[src/rtl/phy_types_pkg.sv]
// Shared types for the PHY TX arbitration path.
package phy_types_pkg;

  localparam int unsigned ARB_CNT_W = 4;

  typedef enum logic [1:0] {
    ARB_IDLE = 2'd0,
    ARB_LOAD = 2'd1,
    ARB_SEND = 2'd2
  } arb_state_t;

endpackage

[src/rtl/rr_arbiter.sv]
// Combinational round-robin picker: first eligible index at or above rr_ptr, wrapping.
module rr_arbiter #(
  parameter int unsigned NREQ = 4
) (
  input  logic [NREQ-1:0]         elig,
  input  logic [$clog2(NREQ)-1:0] rr_ptr,
  output logic                    gnt_valid,
  output logic [$clog2(NREQ)-1:0] gnt_idx
);

  localparam int unsigned IW = $clog2(NREQ);

  int unsigned idx;

  always_comb begin
    gnt_valid = 1'b0;
    gnt_idx   = '0;
    idx       = 0;
    for (int unsigned k = 0; k < NREQ; k++) begin
      idx = (32'(rr_ptr) + k) % NREQ;
      if (!gnt_valid && elig[IW'(idx)]) begin
        gnt_valid = 1'b1;
        gnt_idx   = IW'(idx);
      end
    end
  end

endmodule

[src/rtl/phy_tx_arb_ctrl.sv]
// Round-robin scheduler sharing the 8b10b TX encoder among NREQ queues;
// grants one queue, streams its packet word by word, then rotates priority.
module phy_tx_arb_ctrl
  import phy_types_pkg::*;
#(
  parameter int unsigned NBITS = 8,
  parameter int unsigned NREQ  = 4
) (
  input  logic                      clk,
  input  logic                      rst_n,
  input  logic                      clear,
  input  logic [NREQ-1:0]           req,
  input  logic [NREQ*ARB_CNT_W-1:0] req_cnt,
  input  logic [NREQ*NBITS-1:0]     req_data,
  output logic [NREQ-1:0]           que_dec,
  output logic [NREQ-1:0]           que_clear,
  output logic [NBITS-1:0]          out_data,
  output logic                      out_valid,
  output logic                      out_last,
  input  logic                      out_ready,
  output logic [$clog2(NREQ)-1:0]   grant_id,
  output logic                      busy
);

  localparam int unsigned GW = $clog2(NREQ);

  arb_state_t           state_q, state_d;
  logic [GW-1:0]        grant_q, grant_d;
  logic [GW-1:0]        rr_q, rr_d;
  logic [ARB_CNT_W-1:0] rem_q, rem_d;

  logic [ARB_CNT_W-1:0] cnt_a  [NREQ];
  logic [NBITS-1:0]     data_a [NREQ];
  logic [NREQ-1:0]      elig;
  logic                 gnt_valid;
  logic [GW-1:0]        gnt_idx;

  function automatic logic [GW-1:0] ptr_after(input logic [GW-1:0] g);
    return (g == GW'(NREQ - 1)) ? '0 : g + GW'(1);
  endfunction

  // Unpack per-queue fields; zero-length packets are never eligible.
  always_comb begin
    for (int i = 0; i < NREQ; i++) begin
      cnt_a[i]  = req_cnt[i*ARB_CNT_W +: ARB_CNT_W];
      data_a[i] = req_data[i*NBITS +: NBITS];
      elig[i]   = req[i] && (cnt_a[i] != '0);
    end
  end

  rr_arbiter #(.NREQ(NREQ)) u_rr (
    .elig      (elig),
    .rr_ptr    (rr_q),
    .gnt_valid (gnt_valid),
    .gnt_idx   (gnt_idx)
  );

  always_ff @(posedge clk or negedge rst_n) begin
    if (!rst_n) begin
      state_q <= ARB_IDLE;
      grant_q <= '0;
      rr_q    <= '0;
      rem_q   <= '0;
    end else begin
      state_q <= state_d;
      grant_q <= grant_d;
      rr_q    <= rr_d;
      rem_q   <= rem_d;
    end
  end

  // Next-state and output decode; clear overrides any handshake.
  always_comb begin
    state_d   = state_q;
    grant_d   = grant_q;
    rr_d      = rr_q;
    rem_d     = rem_q;
    que_dec   = '0;
    que_clear = '0;
    out_valid = 1'b0;
    out_data  = '0;
    out_last  = 1'b0;

    if (state_q == ARB_SEND) begin
      out_valid = 1'b1;
      out_data  = data_a[grant_q];
      out_last  = (rem_q == ARB_CNT_W'(1));
    end

    if (clear) begin
      state_d = ARB_IDLE;
      rem_d   = '0;
      if (state_q != ARB_IDLE) begin
        que_clear[grant_q] = 1'b1;
        rr_d               = ptr_after(grant_q);
      end
    end else begin
      unique case (state_q)
        ARB_IDLE: begin
          if (gnt_valid) begin
            grant_d = gnt_idx;
            rem_d   = cnt_a[gnt_idx];
            state_d = ARB_LOAD;
          end
        end
        ARB_LOAD: state_d = ARB_SEND;
        ARB_SEND: begin
          if (out_ready) begin
            que_dec[grant_q] = 1'b1;
            rem_d            = rem_q - ARB_CNT_W'(1);
            if (rem_q <= ARB_CNT_W'(1)) begin
              state_d = ARB_IDLE;
              rem_d   = '0;
              rr_d    = ptr_after(grant_q);
            end
          end
        end
        default: state_d = ARB_IDLE;
      endcase
    end
  end

  assign grant_id = grant_q;
  assign busy     = (state_q != ARB_IDLE);

endmodule

[config.mk]
export PLATFORM = sky130hd
export DESIGN_NAME = phy_tx_arb_ctrl
export DESIGN_NICKNAME = d
export VERILOG_FILES = /design/src/rtl/phy_types_pkg.sv /design/src/rtl/rr_arbiter.sv /design/src/rtl/phy_tx_arb_ctrl.sv
export SDC_FILE = /design/constraint.sdc
export NUM_CORES = 1
export LEC_CHECK = 0
export CELL_PAD_IN_SITES_DETAIL_PLACEMENT = 1
export CELL_PAD_IN_SITES_GLOBAL_PLACEMENT = 1
export CORE_UTILIZATION = 23
export DETAILED_ROUTE_END_ITERATION = 10
export PLACE_DENSITY = 0.82
export SYNTH_ARGS = -nofsm -noshare
export SYNTH_HDL_FRONTEND = slang
export SYNTH_HIERARCHICAL = 1
export SYNTH_SLANG_ARGS = --single-unit
[constraint.sdc]
create_clock -name clk -period 2.1 [get_ports clk]
set_clock_uncertainty 0.05 [all_clocks]
set_input_delay 0.63 -clock clk [delete_from_list [all_inputs] [get_ports clk]]
set_output_delay 0.63 -clock clk [all_outputs]
set_load 0.02 [all_outputs]
Word level (Yosys, flattened, before mapping) --
Cells that the tools add are included.
Operators by class: add/sub/neg operators 5, $lt $le $gt $ge 9, equal/unequal tests 8, multiplexer cells 48, bitwise logic cells 3, reduce and logical (&&, ||, !) cells 25
Operators with widths (count):
- $mux 4 | 11
- $mux 2 | 14
- $mux 8 | 3
- $bmux 8 s2 | 1
- $reduce_bool 4->1 | 4
- $lt 2x3->1 const B | 5
- $mux 1 | 11
- $reduce_and 3->1 | 3
- $bmux 1 s2 | 4
- $bmux 4 s2 | 1
- $logic_and 1x1->1 | 8
- $pmux 4 s2 | 1
- $reduce_bool 2->1 | 4
- $ge 3x3->1 const B | 2
- $ne 3x3->1 const B | 2
- $not 2->3 | 2
- $pmux 2 s3 | 1
- $add 2x1->2 const B | 2
- $add 2x2->2 const B | 2
- $eq 2x2->1 const B | 2
- $eq 4x1->1 const B | 1
- $le 4x1->1 const B | 1
- $reduce_and 4->1 | 1
- $sub 4x1->4 const B | 1
- 9 further kinds | 11
Storage, ports and cells: register bits after elaboration 10, output and inout port bits 21, word-level logic and storage cells 102

Depth between registers and ports, before layout --
word-level depth 21, depth in mapped cells 9

Hierarchy --
The synthesis kept the hierarchy.
Modules (own cells, without submodules):
- phy_tx_arb_ctrl | times used 1, cells each 100, area each 1101.1 um2
- rr_arbiter | times used 1, cells each 15, area each 77.6 um2

Worst setup path before layout --
Ideal clock, no wire load.
path kind in2reg, start input port req_cnt[0], end register rem_q[3], library setup time 0.121 ns, data arrival time 2.521 ns, data required time 1.929 ns, path slack -0.592 ns, cell stages on the path 8, path buffers 1, path through o41a_1 > a221o_1 > a21oi_1 > buf_6 > mux4_2 > nand3b_1 > o21ai_1 > a22o_1
Between the ends: word-level cells in the longest chain between the ends 21, elaborated cells on any way between the ends 33, classes of those cells eq/ne (1); mux (22); bitwise (1); reduce/logical (9)
Ends and longest elaborated chain:
- start: declaration | line phy_tx_arb_ctrl.sv:13 | input logic [NREQ*ARB_CNT_W-1:0] req_cnt,
- $reduce_bool 4->1 * | line phy_tx_arb_ctrl.sv:47 | elig[i] = req[i] && (cnt_a[i] != '0);
- $logic_and 1x1->1 * | line phy_tx_arb_ctrl.sv:47
- $bmux 1 s2 | line rr_arbiter.sv:21 | if (!gnt_valid && elig[IW'(idx)]) begin
- $mux 1 (not written as such) | line rr_arbiter.sv:21
- $mux 1 | line rr_arbiter.sv:21
- $logic_not 1->1 | line rr_arbiter.sv:21
- $logic_and 1x1->1 | line rr_arbiter.sv:21
- $mux 1 | line rr_arbiter.sv:21
- [5 not listed]
- $mux 2 * | line rr_arbiter.sv:21
- via gnt_idx[0] | line phy_tx_arb_ctrl.sv:36 | logic [GW-1:0] gnt_idx;
- $not 2->3 (not written as such) * | line phy_tx_arb_ctrl.sv:102 | rem_d = cnt_a[gnt_idx];
- $bmux 4 s2 * | line phy_tx_arb_ctrl.sv:102
- $mux 4 (not written as such) * (2 in series) | line phy_tx_arb_ctrl.sv:102
- $mux 4 * | line phy_tx_arb_ctrl.sv:100 | if (gnt_valid) begin
- $pmux 4 s2 * | line phy_tx_arb_ctrl.sv:98 | unique case (state_q)
- $mux 4 * | line phy_tx_arb_ctrl.sv:90 | if (clear) begin
- end signal: assignment | line phy_tx_arb_ctrl.sv:68 | rem_q <= rem_d;
- end: declaration | line phy_tx_arb_ctrl.sv:30 | logic [ARB_CNT_W-1:0] rem_q, rem_d;
The timed path passes the listed nets; every way through them passes the cells marked *. The select of a mux whose other input is x is not followed. A chain may end at the register's enable or synchronous reset.

Worst setup path in the final report --
start input port req_cnt[0], end register rem_q[2]
Between the ends: word-level cells in the longest chain between the ends 21, elaborated cells on any way between the ends 33, classes of those cells eq/ne (1); mux (22); bitwise (1); reduce/logical (9)
Ends and longest elaborated chain:
- $reduce_bool 4->1 * | line phy_tx_arb_ctrl.sv:47
- $logic_and 1x1->1 * | line phy_tx_arb_ctrl.sv:47
- via elig[0] | line phy_tx_arb_ctrl.sv:34 | logic [NREQ-1:0] elig;
- $bmux 1 s2 | line rr_arbiter.sv:21
- $mux 1 (not written as such) | line rr_arbiter.sv:21
- $mux 1 | line rr_arbiter.sv:21
- $logic_not 1->1 | line rr_arbiter.sv:21
- $logic_and 1x1->1 | line rr_arbiter.sv:21
- [6 not listed]
- $mux 2 * | line rr_arbiter.sv:21
- via gnt_idx[0] | line phy_tx_arb_ctrl.sv:36
- $not 2->3 (not written as such) * | line phy_tx_arb_ctrl.sv:102
- $bmux 4 s2 * | line phy_tx_arb_ctrl.sv:102
- $mux 4 (not written as such) * (2 in series) | line phy_tx_arb_ctrl.sv:102
- $mux 4 * | line phy_tx_arb_ctrl.sv:100
- $pmux 4 s2 * | line phy_tx_arb_ctrl.sv:98
- $mux 4 * | line phy_tx_arb_ctrl.sv:90
Marks and branches as above.

==> impl_results.md <==
* Clock slew at reported path FFs at 50 ps
* CTS max path bufs at 2
* Die Wd at 73.6 microns
* Reg2Reg Setup Slack at -20 ps
* Grt met1 use at 0.255
* Drt total wl at 5860 microns
* EDFF count, synth at 0
* Failing checks: negative setup slack
* Post-Syn Nets at 177
* Slew margin rel. at 0.620
* Worst VDD drop at 463 uV
* Dpl hpwl at 3940 microns
* Number of placed I/O pins at 77
* First-pass GRT wire length at 8690 microns
* Switching fraction of total power at 0.390
* Worst path cell trace: buf_6 > o41a_1 > a221o_1 > a21oi_2 > buf_6 > mux4_2 > nand2_2 > o31ai_2 > a22o_1
* Post-synthesis cell count at 115
* Sequential power share at 0.152
* Overall Global Routing Usage at 0.217
* Reg2reg path depth at 8
* TritonCTS Buffers at 3
* Buf/Inv on CP at 2
* Gate power share at 0.751
* Area added between synthesis and finish at 119%
* Initial Util at 0.245
* Final max-slew violation count at 0
* Seq/Total Area, Yosys at 0.212
* Int Pwr at 1.34 mW
* Critical Path Source Type: input port
* Final instance area at 0.00258 sq mm
* Vias in the first global route at 1689
* Root Buffer Master: clkbuf_8
* First DRT Iteration DRCs at 35
* Critical Path AT at 2730 ps
* Vias per inst at 4.92
* Ranking of synthesized cells by area: dfrtp_1, mux4_2, ha_1
* Slowest-stage cell, CP: mux4_2
* Kind of critical path: input port to flip-flop
* Detailed-router iteration count before antenna repair at 4
* Switching power at 853 uW
* GR Overflow Total at 0
* Util after Layout at 0.536
* Design Power at 2.19 mW
* Slew @ Worst Pin at 568 ps
* Final hold violations at 0
* Ratio of cells with drive above 1 in the final layout at 0.572
* Most Frequent Cell on Critical Path: buf_6
* Number of clock sinks at 10
* Die Area at 0.00541 sq mm
* P_leak at 1.16 nW
* Most common cell after layout, fill and taps aside: buf_4
* Buffers on Ports at 76
* Final setup margin at -566 ps
* Final period util at 1.27
* MaxCap Viol Count at 0
* FFs w/ async S/R, synth at 1.00
* Final hold slack at 538 ps
* Inserted Diodes at 0
* Most frequent cells in the layout: buf_4, buf_6, clkdlybuf4s15_1, dlygate4sd2_1, mux4_2
* Worst-path fanout max at 4
* CP Data Required Time at 2170 ps
* Remaining routing DRC violations at 0
* Status: finished, violations left
* WL per Instance at 19.3 microns
* Area after DPL at 0.00222 sq mm
* Initial antenna violation count at 0
* Synthesized flop and latch total at 10
* Yosys warnings at 6
* CP max stage delay at 510 ps
* Cts hold-fix bufs at 0
* Power density cells at 848 mW/mm^2
* Core ar. at 0.00482 sq mm
* Critical path depth in cells at 9
* CTS tree: yes
* Nets at 299
* Pin count of the biggest net entering global routing at 13
* Post-Syn Area per Cell at 10.2 sq um
* RSZ-0062 raised after global routing: true
* Min-Delay Path Depth at 1
* Top cell family by delay on the critical path: compound AO/OA/AOI/OAI gates
* Clock latency on the worst-skew pair at 240 ps
* Final setup TNS at -3870 ps
* Tmin final at 2670 ps
* Antenna-violating nets left at 0
* Top cell type's share of synthesized area at 0.212
* Achievable Freq at 0.375 GHz
* GR Util met3 at 0.0425
* Clock network fraction of design power at 0.097
* GR Util met2 at 0.392
* # setup viols final at 21
* Max H-tree Level at 1
* Yosys cell types at 40
* HP Class: flip-flop to flip-flop
* Synth area leader: dfrtp_1
* Cell Area, Synth at 0.00118 sq mm
* GPL Wtd Cong at 0.863
* Worst Setup End Kind: flip-flop
* # rows at 25
* Die Ht at 73.6 microns
* Layer with the highest usage: met2
* Post-synth top flop: dfrtp_1
* Via count at 1490
## synthesized netlist by cell type, types with 2 or more instances
library cell / number
and2_1: 9
dfrtp_1: 10
mux4_2: 11
o21ai_0: 5
mux2_1: 2
clkbuf_1: 2
buf_2: 2
nor2_1: 6
and3_1: 8
nor3_1: 2
inv_1: 9
nand2_1: 5
o41a_1: 4
a22o_1: 2
o31ai_1: 3
ha_1: 6
a21oi_1: 6
## cells by family after synthesis
logic type                 share of synthesized area
AOI/OAI and AO/OA                              0.168
adders and majority gates                     0.0637
buffers and inverters                         0.0839
DFF                                            0.212
muxes                                          0.260
and+or+nand+nor                                0.212
## layer usage
layer / share of wire / vias up / routed length [microns]
met4: 0.020 / 0 / 119
met3: 0.026 / 14 / 153
met1: 0.40 / 762 / 2350
met2: 0.55 / 31 / 3240
li1: - / 683 / -
met5: 0 / - / 0
## repair_timing
item                                    4_1_cts  5_1_grt
resized for setup                           247       48
gates cloned                                  2        0
pin swaps                                    13       13
setup buffers                                11        5
endpoints found under the setup margin       29       26
endpoints found under the hold margin         0        0
## area by class of cell
class / instances / area, sq um
clock buffers: 4 / 45.0
fillers: 561 / 2240
inverters: 10 / 48.8
multi-input cells: 89 / 1000
flip-flops and latches: 10 / 251
well taps: 67 / 83.8
repair buffers: 122 / 1140
repair inverters: 1 / 5.00
## flip-flops by register name (all words and copies together), names as in the netlist
name      flops
rem_q         4
grant_id      2
rr_q          2
state_q       2
## worst paths after layout
| check | from | to |
|---|---|---|
| max | req_cnt[0] | rem_q[2] |
| min | rr_q[0] | rr_q[0] |
| max reg2reg | rr_q[0] | rem_q[2] |
| min reg2reg | rr_q[0] | rr_q[0] |
| max in group asynchronous | rst_n | grant_id[0] |
| min in group asynchronous | rst_n | rr_q[1] |
## metrics by stage
step	setup WS, ps	std cells
after global placement	-1030	284
after floorplan	-561	115
after global routing	-639	303
after CTS	-538	301
final	-566	303
after detailed placement	-1130	284
## power groups by stage
stage	Combinational [mW]	Clock, mW	Sequential (mW)
after floorplan	0.656	0	0.347
after global placement	1.19	0	0.314
after detailed placement	1.22	0	0.320
after CTS	1.50	0.214	0.330
after global routing	1.75	0.225	0.341
final	1.64	0.212	0.332
No activity file was read; power rests on OpenSTA's default activity.
